[src/rtl/fpga_clk_div_multi_pkg.sv]
// Shared types for the multi-channel clock/tick divider.
//   clkdiv_mode_e : channel output mode (TOGGLE = 50% clock, PULSE = 1-cycle strobe)
//   chan_state_e  : per-channel IDLE/RUN state
//   chan_cfg_t    : divisor + mode pair used for the shadow and current settings
//   min_div       : smallest legal divisor for a mode
//   clamp_cfg     : raises a divisor to the mode minimum when it becomes current
package fpga_clkdiv_pkg;

    // Wide enough for any CntWidth up to 32 so that D+1 never overflows.
    localparam int DivW = 33;

    typedef logic [DivW-1:0] clkdiv_div_t;

    typedef enum logic [0:0] {
        TOGGLE = 1'b0,
        PULSE  = 1'b1
    } clkdiv_mode_e;

    typedef enum logic [0:0] {
        ST_IDLE = 1'b0,
        ST_RUN  = 1'b1
    } chan_state_e;

    typedef struct packed {
        clkdiv_div_t  div;
        clkdiv_mode_e mode;
    } chan_cfg_t;

    function automatic clkdiv_div_t min_div(input clkdiv_mode_e mode);
        clkdiv_div_t m;
        case (mode)
            TOGGLE:  m = clkdiv_div_t'(2'd2);
            PULSE:   m = clkdiv_div_t'(2'd1);
            default: m = clkdiv_div_t'(2'd2);
        endcase
        return m;
    endfunction

    function automatic chan_cfg_t clamp_cfg(input chan_cfg_t cfg);
        chan_cfg_t c;
        c = cfg;
        if (cfg.div < min_div(cfg.mode)) begin
            c.div = min_div(cfg.mode);
        end else begin
            c.div = cfg.div;
        end
        return c;
    endfunction

endpackage

[src/rtl/fpga_clk_div_multi_if.sv]
// Control/status bundle of the clock divider.
//   en_i        : per-channel run enable
//   div_i       : requested divisor per channel
//   mode_i      : requested mode per channel (0 toggle, 1 pulse)
//   div_valid_i : one-cycle load strobe per channel
//   restart_i   : global phase-align strobe
//   clk_o       : divided clocks
//   tick_o      : period-start strobes
//   pending_o   : shadow update waiting for the period boundary
// master = controller side, slave = divider side.
interface fpga_clk_div_multi_if #(
    parameter int NumChannels = 2,
    parameter int CntWidth    = 16
);
    logic [NumChannels-1:0]               en_i;
    logic [NumChannels-1:0][CntWidth-1:0] div_i;
    logic [NumChannels-1:0]               mode_i;
    logic [NumChannels-1:0]               div_valid_i;
    logic                                 restart_i;
    logic [NumChannels-1:0]               clk_o;
    logic [NumChannels-1:0]               tick_o;
    logic [NumChannels-1:0]               pending_o;

    modport master (
        output en_i, div_i, mode_i, div_valid_i, restart_i,
        input  clk_o, tick_o, pending_o
    );

    modport slave (
        input  en_i, div_i, mode_i, div_valid_i, restart_i,
        output clk_o, tick_o, pending_o
    );
endinterface

[src/rtl/fpga_clk_div_multi_chan.sv]
// One divider channel: period counter, shadow/current configuration and
// IDLE/RUN state machine. All outputs are registered.
//   soc_clk, rst_n : clock, async active-low reset
//   en_i           : run enable (level)
//   div_i, mode_i  : requested divisor/mode, captured on div_valid_i
//   restart_i      : forces a wrap on this edge when running
//   clk_o, tick_o  : divided clock and period-start strobe
//   pending_o      : a captured setting is waiting for the next wrap
module fpga_clk_div_chan
    import fpga_clkdiv_pkg::*;
#(
    parameter int CntWidth    = 16,
    parameter int DefaultDiv  = 50,
    parameter bit DefaultMode = 1'b0
) (
    input  logic                soc_clk,
    input  logic                rst_n,
    input  logic                en_i,
    input  logic [CntWidth-1:0] div_i,
    input  logic                mode_i,
    input  logic                div_valid_i,
    input  logic                restart_i,
    output logic                clk_o,
    output logic                tick_o,
    output logic                pending_o
);

    localparam chan_cfg_t RstCfg = '{div:  clkdiv_div_t'(DefaultDiv),
                                     mode: clkdiv_mode_e'(DefaultMode)};

    chan_state_e          state_r, state_s;
    logic [CntWidth-1:0]  cnt_r, cnt_s;
    chan_cfg_t            cur_r, cur_s;
    chan_cfg_t            shd_r, shd_s;
    logic                 clk_r, clk_s;
    logic                 tick_r, tick_s;
    logic                 pend_r, pend_s;

    chan_cfg_t            req_s;
    chan_cfg_t            nxt_shd_s;
    clkdiv_div_t          cnt_inc_s;
    clkdiv_div_t          half_s;
    logic                 wrap_s;

    // Request decode, shadow bypass and wrap/half-period arithmetic.
    always_comb begin
        req_s = '{div: clkdiv_div_t'(div_i), mode: clkdiv_mode_e'(mode_i)};
        // A load on the applying edge wins over the older shadow (bypass).
        if (div_valid_i) begin
            nxt_shd_s = req_s;
        end else begin
            nxt_shd_s = shd_r;
        end
        cnt_inc_s = clkdiv_div_t'(cnt_r) + clkdiv_div_t'(1'b1);
        half_s    = (cur_r.div + clkdiv_div_t'(1'b1)) >> 1'b1;
        // cnt == D-1 expressed as cnt+1 == D to avoid underflow.
        wrap_s    = (cnt_inc_s == cur_r.div) || restart_i;
    end

    // Next-state and next-output logic of the IDLE/RUN machine.
    always_comb begin
        state_s = state_r;
        cnt_s   = cnt_r;
        cur_s   = cur_r;
        shd_s   = nxt_shd_s;
        clk_s   = 1'b0;
        tick_s  = 1'b0;
        pend_s  = pend_r;
        case (state_r)
            ST_IDLE: begin
                if (en_i) begin
                    state_s = ST_RUN;
                    cnt_s   = '0;
                    clk_s   = 1'b1;
                    tick_s  = 1'b1;
                    cur_s   = clamp_cfg(nxt_shd_s);
                    pend_s  = 1'b0;
                end else if (div_valid_i) begin
                    cur_s  = clamp_cfg(req_s);
                    pend_s = 1'b0;
                end else begin
                    cur_s = cur_r;
                end
            end
            ST_RUN: begin
                if (!en_i) begin
                    state_s = ST_IDLE;
                    cnt_s   = '0;
                    if (div_valid_i) begin
                        pend_s = 1'b1;
                    end else begin
                        pend_s = pend_r;
                    end
                end else if (wrap_s) begin
                    cnt_s  = '0;
                    clk_s  = 1'b1;
                    tick_s = 1'b1;
                    cur_s  = clamp_cfg(nxt_shd_s);
                    pend_s = 1'b0;
                end else begin
                    cnt_s = CntWidth'(cnt_inc_s);
                    // High for the first ceil(D/2) counts; pulse mode follows tick (0 here).
                    if (cur_r.mode == TOGGLE) begin
                        clk_s = (cnt_inc_s < half_s);
                    end else begin
                        clk_s = 1'b0;
                    end
                    if (div_valid_i) begin
                        pend_s = 1'b1;
                    end else begin
                        pend_s = pend_r;
                    end
                end
            end
            default: begin
                state_s = ST_IDLE;
                cnt_s   = '0;
                pend_s  = 1'b0;
            end
        endcase
    end

    // State, counter, configuration and output registers.
    always_ff @(posedge soc_clk or negedge rst_n) begin
        if (!rst_n) begin
            state_r <= ST_IDLE;
            cnt_r   <= '0;
            cur_r   <= clamp_cfg(RstCfg);
            shd_r   <= RstCfg;
            clk_r   <= 1'b0;
            tick_r  <= 1'b0;
            pend_r  <= 1'b0;
        end else begin
            state_r <= state_s;
            cnt_r   <= cnt_s;
            cur_r   <= cur_s;
            shd_r   <= shd_s;
            clk_r   <= clk_s;
            tick_r  <= tick_s;
            pend_r  <= pend_s;
        end
    end

    assign clk_o     = clk_r;
    assign tick_o    = tick_r;
    assign pending_o = pend_r;

endmodule

[src/rtl/fpga_clk_div_multi.sv]
// Multi-channel clock/tick divider top level. Instantiates NumChannels
// independent channels and fans the global restart out to all of them.
//   soc_clk, rst_n : clock, async active-low reset
//   bus (slave)    : per-channel enable/divisor/mode/load, global restart,
//                    divided clocks, ticks and pending flags
module fpga_clk_div_multi
    import fpga_clkdiv_pkg::*;
#(
    parameter int NumChannels = 2,
    parameter int CntWidth    = 16,
    parameter int DefaultDiv  = 50,
    parameter bit DefaultMode = 1'b0
) (
    input  logic                  soc_clk,
    input  logic                  rst_n,
    fpga_clk_div_multi_if.slave   bus
);

    logic [NumChannels-1:0] clk_s;
    logic [NumChannels-1:0] tick_s;
    logic [NumChannels-1:0] pend_s;

    for (genvar g = 0; g < NumChannels; g++) begin : g_chan
        fpga_clk_div_chan #(
            .CntWidth    (CntWidth),
            .DefaultDiv  (DefaultDiv),
            .DefaultMode (DefaultMode)
        ) u_chan (
            .soc_clk     (soc_clk),
            .rst_n       (rst_n),
            .en_i        (bus.en_i[g]),
            .div_i       (bus.div_i[g]),
            .mode_i      (bus.mode_i[g]),
            .div_valid_i (bus.div_valid_i[g]),
            .restart_i   (bus.restart_i),
            .clk_o       (clk_s[g]),
            .tick_o      (tick_s[g]),
            .pending_o   (pend_s[g])
        );
    end

    assign bus.clk_o     = clk_s;
    assign bus.tick_o    = tick_s;
    assign bus.pending_o = pend_s;

endmodule

[src/flat_wrapper.sv]
// flat-port wrapper written by rule: the top's interface ports become plain ports
module fpga_clk_div_multi_flat import fpga_clkdiv_pkg::*;
#(
    parameter int NumChannels = 2,
    parameter int CntWidth    = 16,
    parameter int DefaultDiv  = 50,
    parameter bit DefaultMode = 1'b0
)
  (soc_clk, rst_n, bus_en_i, bus_div_i, bus_mode_i, bus_div_valid_i, bus_restart_i, bus_clk_o, bus_tick_o, bus_pending_o);
  fpga_clk_div_multi_if #(.NumChannels(NumChannels), .CntWidth(CntWidth)) bus_i ();
  input  logic soc_clk;
  input  logic rst_n;
  input wire logic [$bits(bus_i.en_i)-1:0] bus_en_i;
  input wire logic [$bits(bus_i.div_i)-1:0] bus_div_i;
  input wire logic [$bits(bus_i.mode_i)-1:0] bus_mode_i;
  input wire logic [$bits(bus_i.div_valid_i)-1:0] bus_div_valid_i;
  input wire logic [$bits(bus_i.restart_i)-1:0] bus_restart_i;
  output wire logic [$bits(bus_i.clk_o)-1:0] bus_clk_o;
  output wire logic [$bits(bus_i.tick_o)-1:0] bus_tick_o;
  output wire logic [$bits(bus_i.pending_o)-1:0] bus_pending_o;
  assign bus_i.en_i = bus_en_i;
  assign bus_i.div_i = bus_div_i;
  assign bus_i.mode_i = bus_mode_i;
  assign bus_i.div_valid_i = bus_div_valid_i;
  assign bus_i.restart_i = bus_restart_i;
  assign bus_clk_o = bus_i.clk_o;
  assign bus_tick_o = bus_i.tick_o;
  assign bus_pending_o = bus_i.pending_o;
  fpga_clk_div_multi #(.NumChannels(NumChannels), .CntWidth(CntWidth), .DefaultDiv(DefaultDiv), .DefaultMode(DefaultMode)) u_core (.soc_clk(soc_clk), .rst_n(rst_n), .bus(bus_i));
endmodule
[config.mk]
export PLATFORM = sky130hd
export DESIGN_NAME = fpga_clk_div_multi_flat
export DESIGN_NICKNAME = d
export VERILOG_FILES = /design/src/rtl/fpga_clk_div_multi_pkg.sv /design/src/rtl/fpga_clk_div_multi_if.sv /design/src/rtl/fpga_clk_div_multi_chan.sv /design/src/rtl/fpga_clk_div_multi.sv /design/src/flat_wrapper.sv
export SDC_FILE = /design/constraint.sdc
export NUM_CORES = 1
export LEC_CHECK = 0
export ABC_AREA = 1
export CAP_MARGIN = 20
export CORE_MARGIN = 2
export CORE_UTILIZATION = 56
export CTS_BUF_LIST = sky130_fd_sc_hd__clkbuf_4
export DETAILED_ROUTE_END_ITERATION = 12
export PLACE_DENSITY = 0.74
export SYNTH_ARGS = -nofsm -noshare
export SYNTH_HDL_FRONTEND = slang
export SYNTH_SLANG_ARGS = --single-unit
[constraint.sdc]
create_clock -name soc_clk -period 6.67 [get_ports soc_clk]
set_input_delay 1.334 -clock soc_clk [delete_from_list [all_inputs] [get_ports soc_clk]]
set_output_delay 1.334 -clock soc_clk [all_outputs]
set_load 0.02 [all_outputs]
# After elaboration in Yosys (flattened, before gate mapping)
# Cells that the tools add are included.
# classes
mux	74
div_mod_pow	0
n_lt_le_gt_ge	8
add_sub_neg	4
n_shift	0
n_eq_ne	10
bitwise	6
n_reduce_logical	4
mul	0
# op_table
op	count
33-bit 2-to-1 mux	22
34-bit 2-to-1 mux	10
33-bit case mux with 2 select lines	4
34-bit case mux with 2 select lines	2
33-bit < comparator	4
16-bit 2-to-1 mux	6
33-bit by 1-bit adder with 33-bit output (second input constant)	2
33-bit equality test	2
16-bit by 33-bit < comparator with 1-bit output	2
33-bit by 32-bit < comparator with 1-bit output	2
16-bit case mux with 2 select lines	2
16-bit by 1-bit adder with 17-bit output (second input constant)	2
1-bit 2-to-1 mux	22
1-bit case mux with 2 select lines	6
2-bit inequality test (second input constant)	4
3-bit inequality test (second input constant)	2
1-bit inverter	6
3-bit AND reduction	2
2-bit by 1-bit inequality test with 1-bit output (second input constant)	2
1-bit logical OR	2
# word_totals
wordCells	124
in_bits	41
mem_count	0
romBits	0
reg_bits	176
out_inout_bits	6
ramBits	0
latch_bits	0

# Logic depth before layout (Yosys ltp)
# Gate-level depths: netlist of run 1.
# depth
depth_word	11
depth_mapped	20
ltp_nobuf	20

# Cells and area by module
# A second synthesis of run 1 with hierarchy kept.
# hier_totals
cells_unflattened	1751
hier_area_um2	11980.2
# modules_own_cells
module	area_per_inst_um2	seq_area_each_um2	cells_per_inst	n_inst
fpga_clk_div_chan (u_core.g_chan[0].u_chan)	5990.7	2209.6	878	1
fpga_clk_div_chan (u_core.g_chan[1].u_chan)	5989.5	2209.6	873	1

# Worst setup path before layout of run 1
# OpenSTA, ideal clock, no wires.
# synth_path
path_type	in2reg
start	in bus_div_valid_i[0]
end	reg u_core.g_chan[0].u_chan.cur_r[29] (netlist name)
required_time_ns	6.553
stages	15
path_buffers	2
t_arrival_ns	2.936
setup_slack_ns	3.617
setup_ns	0.117
cell_sequence	buf_2 o21ai_0 inv_1 ha_1 nor2_1 nand2_1 nor2_1 nand2_1 nor2_1 nand2_1 nand2_1 clkbuf_1 nor2_1 nand4_1 nand2_1
# synth_rtl
item	line_no	text
start, declared	flat_wrapper.sv:16	input wire logic [$bits(bus_i.div_valid_i)-1:0] bus_div_valid_i;
end signal, assigned	fpga_clk_div_multi_chan.sv:128	cur_r <= clamp_cfg(RstCfg);
end signal, assigned	fpga_clk_div_multi_chan.sv:136	cur_r <= cur_s;
end, declared	fpga_clk_div_multi_chan.sv:33	chan_cfg_t cur_r, cur_s;

==> flow_metrics.env, run 1 <==
export IMPL_track_usage_pct=28.2
export IMPL_period_share_pct=60.2
export IMPL_skew_ns=0.0434
export IMPL_layout_nets=1855
export IMPL_rrSetupSlack_ns=3.01
export IMPL_postCtsSetupBuffers=0
export IMPL_hold_viol=0
export IMPL_whs_ns=0.498
export IMPL_ys_ff_latch=176
export IMPL_cts_resized=0
export IMPL_gr_total_overflow=0
export IMPL_setup_violations=0
export IMPL_cp_required_ns=7.12
export IMPL_worst_path_max_fanout=32
export IMPL_place_area_um2=12500
export IMPL_finalCoreUtilization_pct=61.1
export IMPL_path_class="in2reg"
export IMPL_drtIter0Drc=953
export IMPL_fmax_mhz=249
export IMPL_ys_types=37
export IMPL_path_clk_slew_ns=0.14
export IMPL_area_growth_pct=7.41
export IMPL_grt_max_degree=92
export IMPL_power_leakage_nw=6.62
export IMPL_hold_start="u_core.g_chan[1].u_chan.cur_r[0]"
export IMPL_synth_cells=1764
export IMPL_dp_cells=2029
export IMPL_powerDensity_nw_per_um2=178
export IMPL_cts_buffers=17
export IMPL_cp_start_kind="primary input"
export IMPL_cts_sinks=176
export IMPL_clock_latency_ns=0.59
export IMPL_vias=11293
export IMPL_fp_dieW_um=150
export IMPL_drtPass1Iterations=5
export IMPL_cts_root_buffer="clkbuf_4"
export IMPL_status="finished, final reports clean"
export IMPL_drv_slew=0
export IMPL_dieArea_um2=22600
export IMPL_routed_wl_um=30500
export IMPL_dp_hpwl_um=23200
export IMPL_coreArea_um2=21000
export IMPL_syn_nets=1845
export IMPL_finalCriticalPeriod_ns=4.02
export IMPL_yosysWarnings=0
export IMPL_htreeDepth=4
export IMPL_cts_hold_buf=0
export IMPL_rows=53
export IMPL_grt_pass1_wl_um=50700
export IMPL_rsz0062_at_grt="no"
export IMPL_grt_pass1_vias=10090
export IMPL_vdd_drop_max_mv=0.141
export IMPL_cts_tree="built"
export IMPL_cp_arrival_ns=4.47
export IMPL_finalSetupTns_ns=0
export IMPL_fin_ws_ns=2.65
export IMPL_n_fill_cell=1995
export IMPL_stdcell_area_um2=12900
export IMPL_syn_area_um2=12000
export IMPL_ys_seq_area_share_pct=36.9
export IMPL_portBuffers=46
export IMPL_most_common_layout_cells="nand2_1, inv_1, nor2_1"
export IMPL_slew_headroom_pct=29.0
export IMPL_r2r_start="u_core.g_chan[0].u_chan.cnt_r[0]"
export IMPL_worst_slew_pin_slew_ns=1.06
export IMPL_grt_antenna_before_repair=1
export IMPL_start_util_pct=56.9
export IMPL_finalNonFillerCells=2063
export IMPL_drt_vias_per_instance=5.47
export IMPL_startpoint="bus_div_valid_i[0]"
export IMPL_avgSynthCellArea_um2=6.78
export IMPL_cp_end_kind="flip-flop"
export IMPL_drc_errors=0
export IMPL_layout_drive_gt1_share_pct=4.03
export IMPL_avgRoutedWirePerCell_um=14.8
export IMPL_totalPowerFinal_mw=2.29
export IMPL_holdCritPathClass="reg2reg"
export IMPL_antenna_left=0
export IMPL_maxCapViolCount=0
export IMPL_max_clock_path_buffers=2
export IMPL_dieHeight_um=150
export IMPL_layout_commonest_cell="nand2_1"
export IMPL_ios=47
export IMPL_gp_congestion=0.951
export IMPL_dpl_worst_slack_ns=2.10
==> cell type report <==
class | instances | area, um2 | share of cell area, %
well taps | 275 | 344 | 2.68
diodes | 1 | 2.50 | 0.0195
clock buffers | 17 | 128 | 0.993
clock inverters | 15 | 193 | 1.50
repair buffers | 56 | 569 | 4.43
multi-input cells | 1295 | 6340 | 49.3
flip-flops and latches | 176 | 4420 | 34.4
inverters | 228 | 856 | 6.66
==> worst paths after layout <==
path                                                     end  cells after the start
max                        u_core.g_chan[0].u_chan.cur_r[29]                     18
min                         u_core.g_chan[1].u_chan.cur_r[0]                      2
max reg2reg                u_core.g_chan[0].u_chan.cur_r[15]                     14
min reg2reg                 u_core.g_chan[1].u_chan.cur_r[0]                      2
max in group asynchronous   u_core.g_chan[1].u_chan.cur_r[5]                      2
min in group asynchronous   u_core.g_chan[0].u_chan.cnt_r[5]                      1
==> where the power goes <==
part | switching (mW) | total (mW) | internal [mW]
combinational | 0.269 | 0.423 | 0.154
clock | 0.445 | 0.657 | 0.212
sequential | 0.0777 | 1.21 | 1.13
total | 0.792 | 2.29 | 1.50
==> registers in the layout, indices dropped and copies added, names as in the netlist <==
| register | flops |
|---|---|
| u_core.g_chan.u_chan.cur_r | 68 |
| u_core.g_chan.u_chan.clk_o | 2 |
| u_core.g_chan.u_chan.tick_o | 2 |
| u_core.g_chan.u_chan.cnt_r | 32 |
| u_core.g_chan.u_chan.pending_o | 2 |
| u_core.g_chan.u_chan.state_r | 2 |
| u_core.g_chan.u_chan.shd_r | 68 |
==> per-layer routing <==
| metal | GRT usage, % | part of all wire [%] |
|---|---|---|
| met4 | 6.98 | 1.5 |
| met2 | 39.5 | 41 |
| met3 | 4.21 | 6.0 |
| met5 | 0 | 0 |
| met1 | 45.3 | 51 |
==> worst max-delay path: stages <==
cell and delay, ns:
clkdlybuf4s50_1 0.45, buf_4 0.27, inv_1 0.36, nand2_1 0.14, and2_1 0.19, inv_1 0.07
ha_1 0.19, nor2_1 0.10, nand2_1 0.05, nor2_1 0.09, nand2_1 0.05, nor2_1 0.09
nand2_1 0.11, nand2_1 0.42, buf_4 0.31, nor2_1 0.06, nand4_1 0.08, nand2_1 0.08
==> synth_stat cells <==
cell	instances	area, um2
a21oi_1	11	55.1
xor2_1	51	447
clkbuf_1	31	116
ha_1	40	500
xnor2_1	6	52.6
and3_1	1	6.26
nor3_1	44	220
inv_2	1	3.75
nand2_4	1	11.3
nand3_1	79	395
dfstp_2	12	315
o22ai_1	53	332
o21a_1	1	7.51
nor2_2	8	50.1
a211oi_1	5	37.5
a21o_1	3	22.5
or2_2	1	6.26
o21ai_0	47	235
nand2_2	2	12.5
buf_6	6	67.6
nand4_1	113	707
nand3_4	2	35.0
xnor3_1	2	45.0
buf_4	10	75.1
a31oi_1	3	18.8
and2_1	2	12.5
nand3b_1	6	45.0
dfrtp_1	164	4100
buf_2	18	90.1
a21boi_0	2	15.0
clkinv_1	1	3.75
inv_1	226	848
nor4_1	2	12.5
nand2_1	608	2280
nor2_1	197	739
o21ai_1	3	15.0
nor2_4	2	22.5
==> cell families after synthesis <==
family                   synth area share, %
AO/OA/AOI/OAI                           6.17
XOR/XNOR                                4.55
AND/OR/NAND/NOR                         38.1
flip-flops                              36.9
buffers and inverters                   10.1
adder cells (fa/ha/maj)                 4.18
Note: power is estimated with default switching activity, not from simulation.
==> inputs of run 2 (changes only) <==
--- a/config.mk
+++ b/config.mk
@@ -11,7 +11,7 @@
 export CORE_UTILIZATION = 56
 export CTS_BUF_LIST = sky130_fd_sc_hd__clkbuf_4
 export DETAILED_ROUTE_END_ITERATION = 12
-export PLACE_DENSITY = 0.74
+export PLACE_DENSITY = 0.77
 export SYNTH_ARGS = -nofsm -noshare
 export SYNTH_HDL_FRONTEND = slang
 export SYNTH_SLANG_ARGS = --single-unit
==> constraint.sdc (replaced) <==
create_clock -name soc_clk -period 3.3 [get_ports soc_clk]
set_input_delay 0.66 -clock soc_clk [delete_from_list [all_inputs] [get_ports soc_clk]]
set_output_delay 0.66 -clock soc_clk [all_outputs]
set_load 0.02 [all_outputs]
==> flow_metrics.env, run 2 (synthesis gave the netlist of run 1 again) <==
export IMPL_finalSetupTns_ns=0
export IMPL_clock_latency_ns=0.60
export IMPL_track_usage_pct=29.6
export IMPL_drt_met1_wl_um=15700
export IMPL_dr_max_layer_used="met4"
export IMPL_vias=11607
export IMPL_dieArea_um2=22600
export IMPL_gr_total_overflow=0
export IMPL_drtIter0Drc=1239
export IMPL_dieHeight_um=150
export IMPL_antenna_left=0
export IMPL_path_clk_slew_ns=0.17
export IMPL_layout_drive_gt1_share_pct=5.51
export IMPL_finalCriticalPeriod_ns=2.99
export IMPL_drc_errors=0
export IMPL_path_class="reg2reg"
export IMPL_vdd_drop_max_mv=0.205
export IMPL_skew_ns=0.0330
export IMPL_fp_dieW_um=150
export IMPL_htreeDepth=4
export IMPL_r2r_start="u_core.g_chan[1].u_chan.cnt_r[0]"
export IMPL_rrSetupSlack_ns=0.31
export IMPL_dp_hpwl_um=24400
export IMPL_worst_slew_pin_slew_ns=0.796
export IMPL_slew_headroom_pct=46.9
export IMPL_pwr_share_comb_pct=19.8
export IMPL_powerDensity_nw_per_um2=362
export IMPL_routed_wl_um=31800
export IMPL_r2r_end="u_core.g_chan[1].u_chan.cur_r[23]"
export IMPL_p_seq_share_pct=51.3
export IMPL_postCtsSetupBuffers=0
export IMPL_cts_sinks=176
export IMPL_cts_hold_buf=0
export IMPL_max_clock_path_buffers=2
export IMPL_grt_pass1_vias=10846
export IMPL_grt_antenna_before_repair=1
export IMPL_area_growth_pct=9.24
export IMPL_reg2reg_depth=16
export IMPL_coreArea_um2=21000
export IMPL_stdcell_area_um2=13100
export IMPL_gp_congestion=0.947
export IMPL_power_leakage_nw=6.77
export IMPL_cp_start_kind="flip-flop"
export IMPL_ios=47
export IMPL_holdCritPathClass="in2async"
export IMPL_hold_viol=0
export IMPL_drtPass1Iterations=9
export IMPL_fmax_mhz=334
export IMPL_place_area_um2=12700
export IMPL_grt_max_degree=82
export IMPL_layout_nets=1883
export IMPL_power_switching_mw=1.60
export IMPL_swShare_pct=33.9
export IMPL_multiInputGateArea_um2=6360
export IMPL_start_util_pct=56.9
export IMPL_avgRoutedWirePerCell_um=15.2
export IMPL_register_area_um2=4420
export IMPL_status="finished, final reports clean"
export IMPL_most_common_layout_cells="nand2_1, inv_1, nor2_1"
export IMPL_setup_violations=0
export IMPL_largestRegisters="u_core.g_chan.u_chan.cur_r x68, u_core.g_chan.u_chan.shd_r x68, u_core.g_chan.u_chan.cnt_r x32"
export IMPL_clkPwrFrac_pct=28.9
export IMPL_cp_required_ns=3.79
export IMPL_routed_wl_met3_um=2180
export IMPL_layout_commonest_cell="nand2_1"
export IMPL_met2WireLength_um=13400
export IMPL_portBuffers=46
export IMPL_worst_path_max_fanout=34
export IMPL_drv_slew=0
export IMPL_cp_arrival_ns=3.48
export IMPL_cts_buffers=17
export IMPL_n_fill_cell=1976
export IMPL_grt_pass1_wl_um=53300
export IMPL_cts_root_buffer="clkbuf_4"
export IMPL_rows=53
export IMPL_cp_end_kind="flip-flop"
export IMPL_rsz0062_at_grt="no"
export IMPL_cell_internal_pwr_mw=3.12
export IMPL_whs_ns=0.0521
export IMPL_period_share_pct=90.7
export IMPL_drt_vias_per_instance=5.55
export IMPL_maxCapViolCount=0
export IMPL_cts_tree="built"
## run 2: per-layer routing
layer  up-vias  GRT usage, %
li1       5758             -
met1      5349          46.1
met2       449          43.0
met3        51          4.30
met4         0          7.83
met5         -             0
## run 2: how the worst max path moves through the flow
stage / cells past startpoint / from / endpoint / slack (ns)
floorplan: 15 / bus_div_valid_i[0] / u_core.g_chan[0].u_chan.cur_r[29] / 0.92
global placement: 17 / bus_div_valid_i[0] / u_core.g_chan[0].u_chan.cur_r[11] / 0.27
detailed placement: 17 / bus_div_valid_i[0] / u_core.g_chan[0].u_chan.cur_r[11] / 0.22
CTS: 14 / u_core.g_chan[0].u_chan.cnt_r[0] / u_core.g_chan[0].u_chan.cur_r[32] / 0.25
global route: 16 / u_core.g_chan[1].u_chan.cnt_r[0] / u_core.g_chan[1].u_chan.cur_r[28] / 0.02
finish: 16 / u_core.g_chan[1].u_chan.cnt_r[0] / u_core.g_chan[1].u_chan.cur_r[23] / 0.31
## run 2: stage by stage
stage,setup slack [ns],cells,utilization [%],power (mW)
after CTS,0.248,2089,62.1,4.73
after global placement,0.270,2057,60.5,3.36
after floorplan,0.921,1764,-,3.03
after detailed placement,0.224,2057,60.5,3.38
final,0.306,2091,62.2,4.73
after global routing,0.0209,2091,62.2,4.98
## run 2: area by class of cell
type                    instances  share of cell area (%)
diodes                          1                  0.0191
clock buffers                  17                   0.976
clock inverters                15                    1.52
inverters                     228                    6.55
multi-input cells            1296                    48.6
flip-flops and latches        176                    33.8
well taps                     275                    2.63
repair buffers                 83                    5.85
## run 2: timing repair
action,CTS,global route
endpoints found under the setup margin,0,35
hold endpoints to repair,0,0
resized for setup,0,1
## run 2: power groups by stage
stage | Combinational (mW) | Clock [mW] | Sequential, mW
2_1_floorplan | 0.631 | 0 | 2.40
3_3_place_gp | 0.903 | 0 | 2.46
3_5_place_dp | 0.920 | 0 | 2.46
4_1_cts | 0.924 | 1.39 | 2.42
5_1_grt | 1.05 | 1.48 | 2.44
6_report | 0.935 | 1.37 | 2.42
## run 2: critical path, stage by stage, from the launching register on
cell and delay, ns:
dfrtp_1 0.50, ha_1 0.23, nand2_1 0.14, nor2_4 0.20, nand2_1 0.12, nor2_2 0.15, nand2_1 0.07, nand3b_1 0.10
nand2_1 0.05, nor2_1 0.11, nand2_1 0.06, nor2_1 0.12, nand2_1 0.16, nand2_4 0.27, nand3_4 0.35, nand2_1 0.18
nand2_1 0.06
==> inputs of run 3 (changes only) <==
--- a/config.mk
+++ b/config.mk
@@ -11,6 +11,7 @@
 export CORE_UTILIZATION = 56
 export CTS_BUF_LIST = sky130_fd_sc_hd__clkbuf_4
 export DETAILED_ROUTE_END_ITERATION = 12
+export GPL_TIMING_DRIVEN = 1
 export PLACE_DENSITY = 0.77
 export SYNTH_ARGS = -nofsm -noshare
 export SYNTH_HDL_FRONTEND = slang
==> results of run 3 <==
The final DEF is identical to that of run 2; final timing and power are the same.
